--- src/rtl/seg_pkg.sv ---
// Shared seven-segment constants: glyph patterns, anode selects and the sampled bus layout.
// Used by the display scanner, the encoder and the capture monitor.
package seg_pkg;

    localparam int unsigned NUM_DIGITS = 4;
    localparam int unsigned SEG_W      = 7;
    localparam int unsigned NIBBLE_W   = 4;

    // Active-low segment patterns, {g,f,e,d,c,b,a}.
    localparam logic [SEG_W-1:0] GLYPH_0 = 7'b1000000;
    localparam logic [SEG_W-1:0] GLYPH_1 = 7'b1111001;
    localparam logic [SEG_W-1:0] GLYPH_2 = 7'b0100100;
    localparam logic [SEG_W-1:0] GLYPH_3 = 7'b0110000;
    localparam logic [SEG_W-1:0] GLYPH_4 = 7'b0011001;
    localparam logic [SEG_W-1:0] GLYPH_5 = 7'b0010010;
    localparam logic [SEG_W-1:0] GLYPH_6 = 7'b0000010;
    localparam logic [SEG_W-1:0] GLYPH_7 = 7'b1111000;
    localparam logic [SEG_W-1:0] GLYPH_8 = 7'b0000000;
    localparam logic [SEG_W-1:0] GLYPH_9 = 7'b0010000;
    localparam logic [SEG_W-1:0] GLYPH_A = 7'b0001000;
    localparam logic [SEG_W-1:0] GLYPH_B = 7'b0000011;
    localparam logic [SEG_W-1:0] GLYPH_C = 7'b1000110;
    localparam logic [SEG_W-1:0] GLYPH_D = 7'b0100001;
    localparam logic [SEG_W-1:0] GLYPH_E = 7'b0000110;
    localparam logic [SEG_W-1:0] GLYPH_F = 7'b0001110;
    localparam logic [SEG_W-1:0] GLYPH_BLANK = 7'b1111111;

    // Anode selects, one-hot-low.
    localparam logic [NUM_DIGITS-1:0] AN_DIG0 = 4'b1110;
    localparam logic [NUM_DIGITS-1:0] AN_DIG1 = 4'b1101;
    localparam logic [NUM_DIGITS-1:0] AN_DIG2 = 4'b1011;
    localparam logic [NUM_DIGITS-1:0] AN_DIG3 = 4'b0111;
    localparam logic [NUM_DIGITS-1:0] AN_IDLE = 4'b1111;

    typedef struct packed {
        logic [NUM_DIGITS-1:0] an;
        logic                  dp;
        logic [SEG_W-1:0]      seg;
    } bus_t;

    localparam bus_t BUS_IDLE = '{an: AN_IDLE, dp: 1'b1, seg: GLYPH_BLANK};

    typedef struct packed {
        logic       valid;
        logic [1:0] idx;
    } slot_t;

    // Idle or multi-low anode patterns yield valid = 0.
    function automatic slot_t an_decode(input logic [NUM_DIGITS-1:0] an);
        slot_t s;
        s = '{valid: 1'b0, idx: 2'd0};
        case (an)
            AN_DIG0: s = '{valid: 1'b1, idx: 2'd0};
            AN_DIG1: s = '{valid: 1'b1, idx: 2'd1};
            AN_DIG2: s = '{valid: 1'b1, idx: 2'd2};
            AN_DIG3: s = '{valid: 1'b1, idx: 2'd3};
            default: s = '{valid: 1'b0, idx: 2'd0};
        endcase
        return s;
    endfunction

endpackage

--- src/rtl/seg7_decode.sv ---
// Inverse of the seven-segment encoder: active-low glyph to hex nibble.
// Any pattern outside the sixteen hex glyphs reports err with nibble 0.
module seg7_decode
    import seg_pkg::*;
(
    input  logic [SEG_W-1:0]    seg,
    output logic [NIBBLE_W-1:0] nibble,
    output logic                err
);

    always_comb begin
        nibble = 4'h0;
        err    = 1'b0;
        case (seg)
            GLYPH_0: nibble = 4'h0;
            GLYPH_1: nibble = 4'h1;
            GLYPH_2: nibble = 4'h2;
            GLYPH_3: nibble = 4'h3;
            GLYPH_4: nibble = 4'h4;
            GLYPH_5: nibble = 4'h5;
            GLYPH_6: nibble = 4'h6;
            GLYPH_7: nibble = 4'h7;
            GLYPH_8: nibble = 4'h8;
            GLYPH_9: nibble = 4'h9;
            GLYPH_A: nibble = 4'hA;
            GLYPH_B: nibble = 4'hB;
            GLYPH_C: nibble = 4'hC;
            GLYPH_D: nibble = 4'hD;
            GLYPH_E: nibble = 4'hE;
            GLYPH_F: nibble = 4'hF;
            default: err = 1'b1;
        endcase
    end

endmodule

--- src/rtl/seg_display_capture.sv ---
// Receive side of the multiplexed 4-digit display bus: synchronize, wait for each scan slot
// to settle, decode the glyph and assemble the four digits into a frame.
module seg_display_capture
    import seg_pkg::*;
#(
    parameter int unsigned STABLE_CYCLES = 16
) (
    input  logic                           clk,
    input  logic                           rst_n,
    input  logic [SEG_W-1:0]               seg_in,
    input  logic [NUM_DIGITS-1:0]          an_in,
    input  logic                           dp_in,
    output logic [NUM_DIGITS*NIBBLE_W-1:0] digits,
    output logic [NUM_DIGITS-1:0]          dp_out,
    output logic [NUM_DIGITS-1:0]          digit_err,
    output logic                           frame_valid
);

    localparam int unsigned CNT_W = $clog2(STABLE_CYCLES + 1);
    localparam logic [CNT_W-1:0] CNT_MAX  = CNT_W'(STABLE_CYCLES);
    localparam logic [CNT_W-1:0] CNT_TRIG = CNT_W'(STABLE_CYCLES - 1);

    bus_t bus_in;
    bus_t sync1_q, sync2_q, prev_q;

    logic [CNT_W-1:0] cnt_q, cnt_d;

    logic [NUM_DIGITS*NIBBLE_W-1:0] digits_q, digits_d;
    logic [NUM_DIGITS-1:0]          dp_q, dp_d;
    logic [NUM_DIGITS-1:0]          err_q, err_d;
    logic [NUM_DIGITS-1:0]          mask_q, mask_d;
    logic                           frame_q, frame_d;

    logic                stable;
    logic                capture;
    slot_t               slot;
    logic [NIBBLE_W-1:0] dec_nibble;
    logic                dec_err;

    assign bus_in = '{an: an_in, dp: dp_in, seg: seg_in};

    always_ff @(posedge clk or negedge rst_n) begin
        if (!rst_n) begin
            sync1_q <= BUS_IDLE;
            sync2_q <= BUS_IDLE;
            prev_q  <= BUS_IDLE;
        end else begin
            sync1_q <= bus_in;
            sync2_q <= sync1_q;
            prev_q  <= sync2_q;
        end
    end

    seg7_decode u_decode (
        .seg    (sync2_q.seg),
        .nibble (dec_nibble),
        .err    (dec_err)
    );

    // Capture fires only on the single count step into saturation, so a long slot
    // is captured exactly once.
    always_comb begin
        stable  = (sync2_q == prev_q);
        slot    = an_decode(sync2_q.an);
        capture = stable && (cnt_q == CNT_TRIG) && slot.valid;

        cnt_d = cnt_q;
        if (!stable) begin
            cnt_d = '0;
        end else if (cnt_q != CNT_MAX) begin
            cnt_d = cnt_q + 1'b1;
        end
    end

    always_comb begin
        digits_d = digits_q;
        dp_d     = dp_q;
        err_d    = err_q;
        mask_d   = mask_q;
        frame_d  = (mask_q == '1);

        if (capture) begin
            digits_d[{slot.idx, 2'b00} +: NIBBLE_W] = dec_nibble;
            dp_d[slot.idx]                          = ~sync2_q.dp;
            err_d[slot.idx]                         = dec_err;
        end

        // A completed mask clears a cycle after it fills; slots are too long for a
        // capture to land on that same cycle.
        if (frame_d) begin
            mask_d = '0;
        end else if (capture) begin
            mask_d[slot.idx] = 1'b1;
        end
    end

    always_ff @(posedge clk or negedge rst_n) begin
        if (!rst_n) begin
            cnt_q    <= '0;
            digits_q <= '0;
            dp_q     <= '0;
            err_q    <= '0;
            mask_q   <= '0;
            frame_q  <= 1'b0;
        end else begin
            cnt_q    <= cnt_d;
            digits_q <= digits_d;
            dp_q     <= dp_d;
            err_q    <= err_d;
            mask_q   <= mask_d;
            frame_q  <= frame_d;
        end
    end

    assign digits      = digits_q;
    assign dp_out      = dp_q;
    assign digit_err   = err_q;
    assign frame_valid = frame_q;

endmodule

--- config.mk ---
export PLATFORM = sky130hd
export DESIGN_NAME = seg_display_capture
export DESIGN_NICKNAME = d
export VERILOG_FILES = /design/src/rtl/seg_pkg.sv /design/src/rtl/seg7_decode.sv /design/src/rtl/seg_display_capture.sv
export SDC_FILE = /design/constraint.sdc
export NUM_CORES = 1
export LEC_CHECK = 0
export ABC_AREA = 1
export CAP_MARGIN = 20
export CORE_ASPECT_RATIO = 0.75
export CORE_UTILIZATION = 50
export DETAILED_ROUTE_END_ITERATION = 7
export HOLD_SLACK_MARGIN = 0.12
export PLACE_DENSITY_LB_ADDON = 0.3
export SLEW_MARGIN = 20
export SYNTH_ARGS = -nofsm -noshare
export SYNTH_HDL_FRONTEND = slang
export SYNTH_HIERARCHICAL = 1
export SYNTH_SLANG_ARGS = --single-unit
--- constraint.sdc ---
create_clock -name clk -period 2 [get_ports clk]
set_clock_uncertainty 0.15 [all_clocks]
set_input_delay 0.4 -clock clk [delete_from_list [all_inputs] [get_ports clk]]
set_output_delay 0.4 -clock clk [all_outputs]
set_load 0.05 [all_outputs]
---- Word-level counts from Yosys, hierarchy flattened ----
Cells that the tools add are included.
cells by class
  add/subtract/negate cells ............... 2
  shift-type cells ........................ 2
  $lt $le $gt $ge ......................... 2
  multipliers ............................. 0
  equality and inequality tests ........... 24
  reduce and logical (&&, ||, !) cells .... 6
  bitwise gates (word level) .............. 2
  div/mod/pow operators ................... 0
  mux-type cells .......................... 12
operators with widths
  cell                                                                    number
  4-bit one-hot mux with 15 select lines                                  1
  7-bit == test, second input constant                                    4
  7-bit by 5-bit == test with 1-bit output, second input constant         3
  7-bit by 6-bit == test with 1-bit output, second input constant         3
  16-bit bitwise mux                                                      1
  4-bit == test, second input constant                                    4
  16-bit OR reduction                                                     1
  4-bit by 6-bit variable shift with 16-bit output, first input constant  1
  4-bit by 6-bit indexed part select with 16-bit output                   1
  7-bit by 2-bit == test with 1-bit output, second input constant         2
  7-bit by 4-bit == test with 1-bit output, second input constant         2
  12-bit == test                                                          1
  3-bit one-hot mux with 4 select lines                                   1
  5-bit two-way mux                                                       2
  4-bit bitwise mux                                                       2
  4-bit two-way mux                                                       2
  7-bit by 3-bit == test with 1-bit output, second input constant         1
  7-bit zero test                                                         1
  4-bit negation with 6-bit output                                        1
  5-bit by 1-bit adder with 5-bit output, second input constant           1
  5-bit by 4-bit == test with 1-bit output, second input constant         1
  5-bit inequality test, second input constant                            1
  4-bit by 3-bit == test with 1-bit output, second input constant         1
  4-bit OR                                                                1
  other kinds (8)                                                         11
word-level totals
  output and inout port bits .............. 25
  input bits .............................. 14
  ROM bits ................................ 0
  flip-flop bits (word level) ............. 70
  RAM bits ................................ 0
  bits in latches ......................... 0
  word-level logic and storage cells ...... 65
  memories kept ........................... 0

---- Logic depth before layout (Yosys ltp) ----
Gate-level depths: netlist of run 1.
  word-level depth ........................ 9
  gate-level depth with buffers ........... 11
  mapped depth without buffers ............ 11

---- Hierarchy ----
The synthesis of run 1 kept the hierarchy.
modules (own cells, without submodules)
  module               cells each  area each (um2)  times used  seq. area each (um2)
  seg_display_capture  306         3072.9           1           1796.7
  seg7_decode          76          317.8            1           0.0

---- Worst setup path before layout of run 1 ----
Ideal clock, no wire load.
  kind .................................... register -> register
  start ................................... reg sync2_q[9] (netlist bit)
  end ..................................... reg digits_q[15], in the netlist digits[15]
  cell stages (with the launch flop) ...... 9
  required time ........................... 1.784 ns
  buffers on the path ..................... 0
  setup slack ............................. 0.061 ns
  data arrival time ....................... 1.723 ns
  cell sequence ........................... dfstp_2 > xor2_1 > nand2_2 > ha_1 > inv_2 > nand2_1 > nor3_1 > nand4_1 > nand2_1
between the ends
  longest elaborated chain between the ends .. 5
  elaborated cells between the ends (all ways) .. 12
  those cells by class .................... add/sub: 1; eq/ne: 5; shift: 2; mux: 2; reduce/logical: 2
ends and longest elaborated chain
  what                                                                                                                       line                        text
  start: declaration                                                                                                         seg_display_capture.sv:24   bus_t sync1_q, sync2_q, prev_q;
  start signal: assignment                                                                                                   seg_display_capture.sv:49   sync2_q <= sync1_q;
  4-bit by 3-bit == test with 1-bit output or 4-bit == test (tied branches)                                                  seg_pkg.sv:52               case (an)
  3-bit one-hot mux with 4 select lines                                                                                      seg_pkg.sv:52
  4-bit negation with 6-bit output                                                                                           seg_display_capture.sv:83   digits_d[{slot.idx, 2'b00} +: NIBBLE_W] = dec_nibble;
  4-bit by 6-bit indexed part select with 16-bit output or 4-bit by 6-bit variable shift with 16-bit output (tied branches)  seg_display_capture.sv:83
  16-bit bitwise mux                                                                                                         seg_display_capture.sv:83
  end signal: assignment                                                                                                     seg_display_capture.sv:107  digits_q <= digits_d;
  end: declaration                                                                                                           seg_display_capture.sv:28   logic [NUM_DIGITS*NIBBLE_W-1:0] digits_q, digits_d;
Several ways; a longest one is shown, not always the timed one.
A chain may end at the register's enable or synchronous reset.

---- Final worst setup path of run 1 ----
  start ................................... reg sync2_q[5] (netlist bit)
  end ..................................... reg err_q[1], in the netlist digit_err[1]
between the ends
  longest elaborated chain between the ends .. 4
  elaborated cells between the ends (all ways) .. 22
  those cells by class .................... eq/ne: 16; mux: 2; reduce/logical: 4
ends and longest elaborated chain
  what                                   line                        text
  7-bit == test (tied with other cells)  seg7_decode.sv:14           case (seg)
  16-bit OR reduction (no source line)   -
  1-bit two-way mux                      seg7_decode.sv:14
  4-bit bitwise mux                      seg_display_capture.sv:85   err_d[slot.idx] = dec_err;
  end signal: assignment                 seg_display_capture.sv:109  err_q <= err_d;
  end: declaration                       seg_display_capture.sv:30   logic [NUM_DIGITS-1:0] err_q, err_d;
Several ways; a longest one is shown, not always the timed one.

==> results of run 1 <==
-- worst max-delay path: stages, from the launching register on --
cell and delay (ns):
dfstp_2 0.62, inv_1 0.07, nand2_1 0.06, nand2_1 0.07, nor2_1 0.15, nand2_2 0.11
nor2_4 0.16, buf_4 0.18, nand4_2 0.14, nand2_1 0.12, nand2_1 0.09
-- state kept, by name, indices dropped and copies added, names as in the netlist --
signal and cells:
digits 16, digit_err 4, mask_q 4, frame_valid 1, dp_out 4, sync2_q 12
prev_q 12, sync1_q 12, cnt_q 5
-- layout make-up --
type | instances | share of cell area, %
inverter | 51 | 4.51
tap | 81 | 2.30
clock buffer | 9 | 2.81
multi-input combinational | 258 | 34.6
sequential | 70 | 40.7
clock inverter | 7 | 1.08
timing repair buffer | 68 | 14.0
-- placed cells by master (no fill, tap or decap), drive strengths merged --
cell type,n
nand2,129
buf,55
inv,52
nor2,46
dfstp,36
dfrtp,34
nand4,32
clkdlybuf4s50,12
nor3,12
clkbuf,10
nand3,10
ha,10
a21oi,8
clkinv,5
xnor2,4
xor2,3
nand3b,1
nor4,1
or2,1
clkinvlp,1
o211ai,1
-- final timing paths --
| check | end | slack (ns) | cells after the start |
|---|---|---|---|
| max in group asynchronous | prev_q[7] | 1.27 | 2 |
| min in group clk | sync2_q[5] | 0.21 | 0 |
| setup / recovery | digit_err[1] | -0.03 | 10 |
| hold / removal | sync1_q[4] | 0.16 | 1 |
| hold reg to reg | sync2_q[5] | 0.21 | 0 |
| setup reg to reg | digit_err[1] | -0.03 | 10 |
-- per-layer routing --
layer	vias up	wire (µm)	track usage (%)
met4	0	254	8.79
met1	1315	3590	31.3
li1	1363	-	-
met5	-	0	0
met2	133	3690	32.9
met3	34	538	6.28
-- metrics by stage --
step / setup TNS [ns] / setup WS, ns / instances / util (%) / instance area (µm²)
finish: -0.0297 / -0.0297 / 544 / 68.9 / 4420
global route: -0.654 / -0.103 / 544 / 68.9 / 4420
CTS: 0 / 0.0130 / 527 / 64.0 / 4110
detailed placement: -0.212 / -0.0655 / 507 / 60.6 / 3890
global placement: -0.108 / -0.0523 / 507 / 60.6 / 3890
floorplan: 0 / 0.0609 / 382 / - / 3390
-- what timing repair did --
action                                  in CTS  in global routing
endpoints found under the setup margin      13                 30
pin swaps                                    3                 22
gates resized for setup                      2                 42
gates cloned                                 1                  2
buffers inserted                             3                 15
hold endpoints to repair                     0                  0
-- logic make-up after synthesis --
kind of cell	Yosys count
XOR/XNOR	7
AND/OR/NAND/NOR	230
AO/OA/AOI/OAI	9
adder cells (fa/ha/maj)	10
flip-flops	70
buffers and inverters	56
-- power breakdown --
part           switching (µW)  leakage (µW)  internal [µW]
clock network             562     0.0000903            452
logic                     176       0.00134            111
registers                33.6      0.000854           1480
==> impl_metrics.py, run 1 <==
metrics = {
    "yosys": {
        "synth_top_family_by_area": "simple AND/OR/NAND/NOR gates",
        "synth_area_mm2": 0.00339,
        "synth_edf_count": 0,
        "ys_seq_area_share_pct": 53.0,
        "synth_area_leaders": "dfstp_2, dfrtp_1, nand2_1, nand4_1, inv_1",
        "syn-num-nets": 406,
        "synth_adder_area_share_pct": 3.69,
        "yosys.area_share.simple_pct": 32.5,
        "yosysWarnings": 6,
        "ys_types": 29,
        "synth_top_area_share_pct": 27.9,
        "synthTopCellsByCount": "nand2_1, inv_1, nor2_1",
        "synth-compound-area-share_pct": 1.73,
        "synth.largest_area_cell": "dfstp_2",
        "async_flop_share_pct": 100,
        "ys_ff_latch": 70,
        "syn_avg_cell_area_um2": 8.88,
        "synth-main-ff-cell": "dfstp_2",
        "netlist_instances": 382,
        "synthXorXnorAreaFrac_pct": 1.81,
        "synth_most_common_cell": "nand2_1",
        "muxShareOfSynthArea_pct": 0,
    },
    "drt": {
        "vias": 2845,
        "initialDrtViolationCount": 219,
        "vias_per_cell": 5.23,
        "routed_wl_mm": 8.08,
        "dr.pass1.iters": 5,
        "post_drt_wl_per_cell_um": 14.8,
        "drtAntennaViolNets": 0,
        "drcViolationCount": 0,
    },
    "clock_tree": {
        "clk_latency_ns": 0.36,
        "cts.sinks": 70,
        "cts_root_buffer": "clkbuf_8",
        "htreeDepth": 3,
        "cts.path.max_buffers": 2,
        "cts_hold_buf": 0,
        "cts_tree": "yes",
        "cts_buffers": 9,
        "clk_pin_slew_ns": 0.08,
    },
    "cells_and_area": {
        "seqCellArea_mm2": 0.00180,
        "area_delta_synth_final_pct": 30.2,
        "multi_input_area_mm2": 0.00153,
        "diodes": 0,
        "nets": 482,
        "fillers": 465,
        "drive_gt1_share_pct": 38.9,
    },
    "worst_setup_path": {
        "startpoint_type": "flop",
        "crit_required_ns": 2.09,
        "r2r_start": "sync2_q[5]",
        "setup.worst_path.start": "sync2_q[5]",
        "cp.arrival_ns": 2.12,
        "worstPathMaxFanout": 8,
        "end_kind": "flop",
        "crit_type": "reg -> reg",
    },
    "grt": {
        "first_global_vias": 2556,
        "grt-ovfl-total": 0,
        "grt_max_degree": 32,
        "track_usage_pct": 22.2,
        "grt_pass1_wl_mm": 12.1,
        "antenna_found_initial": 0,
    },
    "floorplan": {
        "initial_utilization_pct": 52.9,
        "io_pins": 39,
        "die_height_um": 73.3,
        "core_mm2": 0.00641,
        "dieArea_mm2": 0.00712,
        "rows": 25,
        "die_w_um": 97.1,
    },
    "timing": {
        "rsz0062_at_grt": "yes",
        "period_share_pct": 101,
        "setup_viol": 1,
        "fin_hold_ws_ns": 0.165,
        "period_needed_ns": 2.03,
        "slew_headroom_pct": 54.9,
        "maxSlewViolCount": 0,
        "fmax_mhz": 493,
        "tightest_slew_ns": 0.671,
        "hold_violations": 0,
        "layout_setup_ws_ns": -0.0297,
    },
    "status": {
        "status": "finished, violations left",
        "violations": "setup timing",
    },
    "job": {
        "maxCapViolCount": 0,
    },
    "pwr": {
        "power.total_uw": 2820,
        "ir_worst_vdd_uv": 411,
        "cellLeakagePower_uw": 0.00228,
        "p_per_area_mw_per_mm2": 638,
    },
    "placement": {
        "globalplace.congestion": 0.903,
        "dp_hpwl_mm": 5.05,
        "io_buffers": 38,
    },
    "hold_path": {
        "hold_class": "in -> async",
    },
}
No activity file was read; power rests on OpenSTA's default activity.
==> run 2, diff against run 1 <==
--- a/config.mk
+++ b/config.mk
@@ -8,7 +8,7 @@
 export ABC_AREA = 1
 export CAP_MARGIN = 20
 export CORE_ASPECT_RATIO = 0.75
-export CORE_UTILIZATION = 50
+export CORE_UTILIZATION = 26
 export DETAILED_ROUTE_END_ITERATION = 7
 export HOLD_SLACK_MARGIN = 0.12
 export PLACE_DENSITY_LB_ADDON = 0.3
==> run 2 against run 1 <==
Net effect:
- non-clock buffer count is 6 lower
- maximum frequency is 5.6% higher
- final cell count is 15% higher
- the run now ends clean
- power is 20% higher
- routed wire length is 7.0% lower
- sequential cell count stayed put
- sequential share of layout area is 2.6 points lower
- largest cell class unchanged
- first-iteration DRC count is 42% lower
- core utilization is 31 points lower
- largest power group is now the clock network
- design area is 6.8% higher
- sequential power hardly changed
==> impl_metrics.py, run 2 (synthesized netlist as in run 1, its figures left out) <==
metrics = {
    "clock_tree": {
        "htreeDepth": 3,
        "cts_root_buffer": "clkbuf_16",
        "cts_buffers": 9,
        "clk_latency_ns": 0.33,
        "cts.path.max_buffers": 2,
        "cts.sinks": 70,
        "cts_tree": "yes",
        "clk_pin_slew_ns": 0.06,
    },
    "placement": {
        "placed_area_mm2": 0.00396,
        "io_buffers": 38,
        "dpl.cell_count": 591,
        "globalplace.congestion": 0.852,
        "dp_hpwl_mm": 5.04,
    },
    "timing": {
        "slew_headroom_pct": 49.4,
        "tightest_slew_ns": 0.753,
        "rsz0062_at_grt": "yes",
        "period_needed_ns": 1.92,
        "maxSlewViolCount": 0,
        "setup_viol": 0,
        "period_share_pct": 96.1,
        "hold_violations": 0,
        "fmax_mhz": 520,
    },
    "cells_and_area": {
        "design_area_mm2": 0.00472,
        "multi_input_area_mm2": 0.00162,
        "utilization_pct": 37.8,
        "drive_gt1_share_pct": 40.0,
        "layoutNonFillerInstCount": 623,
        "area_delta_synth_final_pct": 39.1,
        "seqCellArea_mm2": 0.00180,
        "largest_register_ffs": 16,
        "nets": 476,
        "fillers": 1213,
        "layout_common_cells": "nand2_1, buf_4, inv_1",
        "final_common_cell": "nand2_1",
        "diodes": 0,
    },
    "drt": {
        "post_drt_wl_per_cell_um": 12.1,
        "initialDrtViolationCount": 127,
        "drtAntennaViolNets": 0,
        "vias": 2704,
        "drcViolationCount": 0,
        "vias_per_cell": 4.34,
        "dr.pass1.iters": 4,
        "routed_wl_mm": 7.51,
    },
    "worst_setup_path": {
        "cp.arrival_ns": 2.00,
        "critical_path.max_stage_delay_ns": 0.60,
        "crit_chain": "nand2_2 > nand3b_4 > buf_6 > a21oi_4 > buf_8 > nand4_4 > nand2_2 > nand2_1",
        "worstPathMaxFanout": 8,
        "startpoint_type": "flop",
        "end_kind": "flop",
        "crit_top_cell": "nand2_2",
        "crit_type": "reg -> reg",
        "cp_num_buf_inv": 2,
        "crit_required_ns": 2.07,
        "cp_top_family": "flip-flops",
        "cpMaxStageDelayCell": "dfstp_2",
    },
    "job": {
        "maxCapViolCount": 0,
    },
    "floorplan": {
        "die_height_um": 101,
        "dieArea_mm2": 0.0135,
        "initial_utilization_pct": 27.2,
        "core_mm2": 0.0125,
        "die_w_um": 134,
        "io_pins": 39,
        "rows": 35,
    },
    "pwr": {
        "p_per_area_mw_per_mm2": 716,
        "p_sw_share_pct": 24.6,
        "p_int_uw": 2550,
        "ir_worst_vdd_uv": 402,
        "pwr-share-clk_pct": 46.7,
        "power_switching_uw": 832,
        "cellLeakagePower_uw": 0.00235,
        "comb_power_share_pct": 8.4,
        "pwr-share-seq_pct": 44.9,
    },
    "hold_path": {
        "hold_class": "reg -> reg",
    },
    "grt": {
        "first_global_vias": 2588,
        "antenna_found_initial": 0,
        "grt_pass1_wl_mm": 12.2,
        "grt_max_degree": 71,
        "track_usage_pct": 11.6,
        "grt-ovfl-total": 0,
    },
    "status": {
        "status": "finished clean",
    },
}
==> run 2: timing repair <==
item	in CTS	in global routing
pin swaps	0	36
hold buffers	1	0
hold endpoints to repair	34	0
gates cloned	0	3
endpoints found under the setup margin	12	33
resized for setup	5	63
buffers inserted	3	9
==> run 2: path summary, 6_finish.rpt <==
path                       startpoint         end  cells past startpoint  slack [ns]
setup / recovery           sync2_q[9]  digits[14]                      8        0.08
hold / removal             sync1_q[8]  sync2_q[8]                      0        0.20
setup reg to reg           sync2_q[9]  digits[14]                      8        0.08
hold reg to reg            sync1_q[8]  sync2_q[8]                      0        0.20
max in group asynchronous       rst_n   prev_q[2]                      3        0.91
min in group asynchronous       rst_n    cnt_q[0]                      3        0.46
==> run 2: power by group through the flow <==
stage	clock network [µW]	registers (µW)	logic, µW
after floorplan	0	1530	128
after global placement	0	1540	223
after detailed placement	0	1540	225
after CTS	1630	1520	235
after global routing	1690	1520	316
final	1580	1520	283
==> run 2: metrics by stage <==
stage	power (µW)	setup TNS (ns)	setup WS (ns)	hold WS (ns)
2_1_floorplan	1660	0	0.0609	-0.0456
3_3_place_gp	1760	-0.0998	-0.0682	0.196
3_5_place_dp	1760	-0.525	-0.0650	0.197
4_1_cts	3380	-0.368	-0.0388	0.205
5_1_grt	3530	-0.550	-0.0448	0.208
6_report	3380	0	0.0778	0.202
==> run 2: cell type report <==
class | instances | area share, %
clock inverters | 5 | 0.796
multi-input cells | 258 | 34.4
inverters | 51 | 4.30
clock buffers | 11 | 5.60
well taps | 166 | 4.40
flip-flops and latches | 70 | 38.1
repair buffers | 62 | 12.4
==> run 2: routing by layer <==
metal  global-route usage [%]  share of wire [%]  vias to the layer above
li1                         -                  -                     1359
met1                     15.8                 50                     1282
met2                     17.3                 43                       54
met3                     3.62                5.0                        9
met4                     3.93                1.2                        0
met5                        0                  0                        -
==> run 2: worst reg2reg max path: stages, from the launching register on <==
cell and delay, ns:
dfstp_2 0.60, nand2_2 0.07, nand3b_4 0.18, buf_6 0.15, a21oi_4 0.20, buf_8 0.19
nand4_4 0.12, nand2_2 0.10, nand2_1 0.05
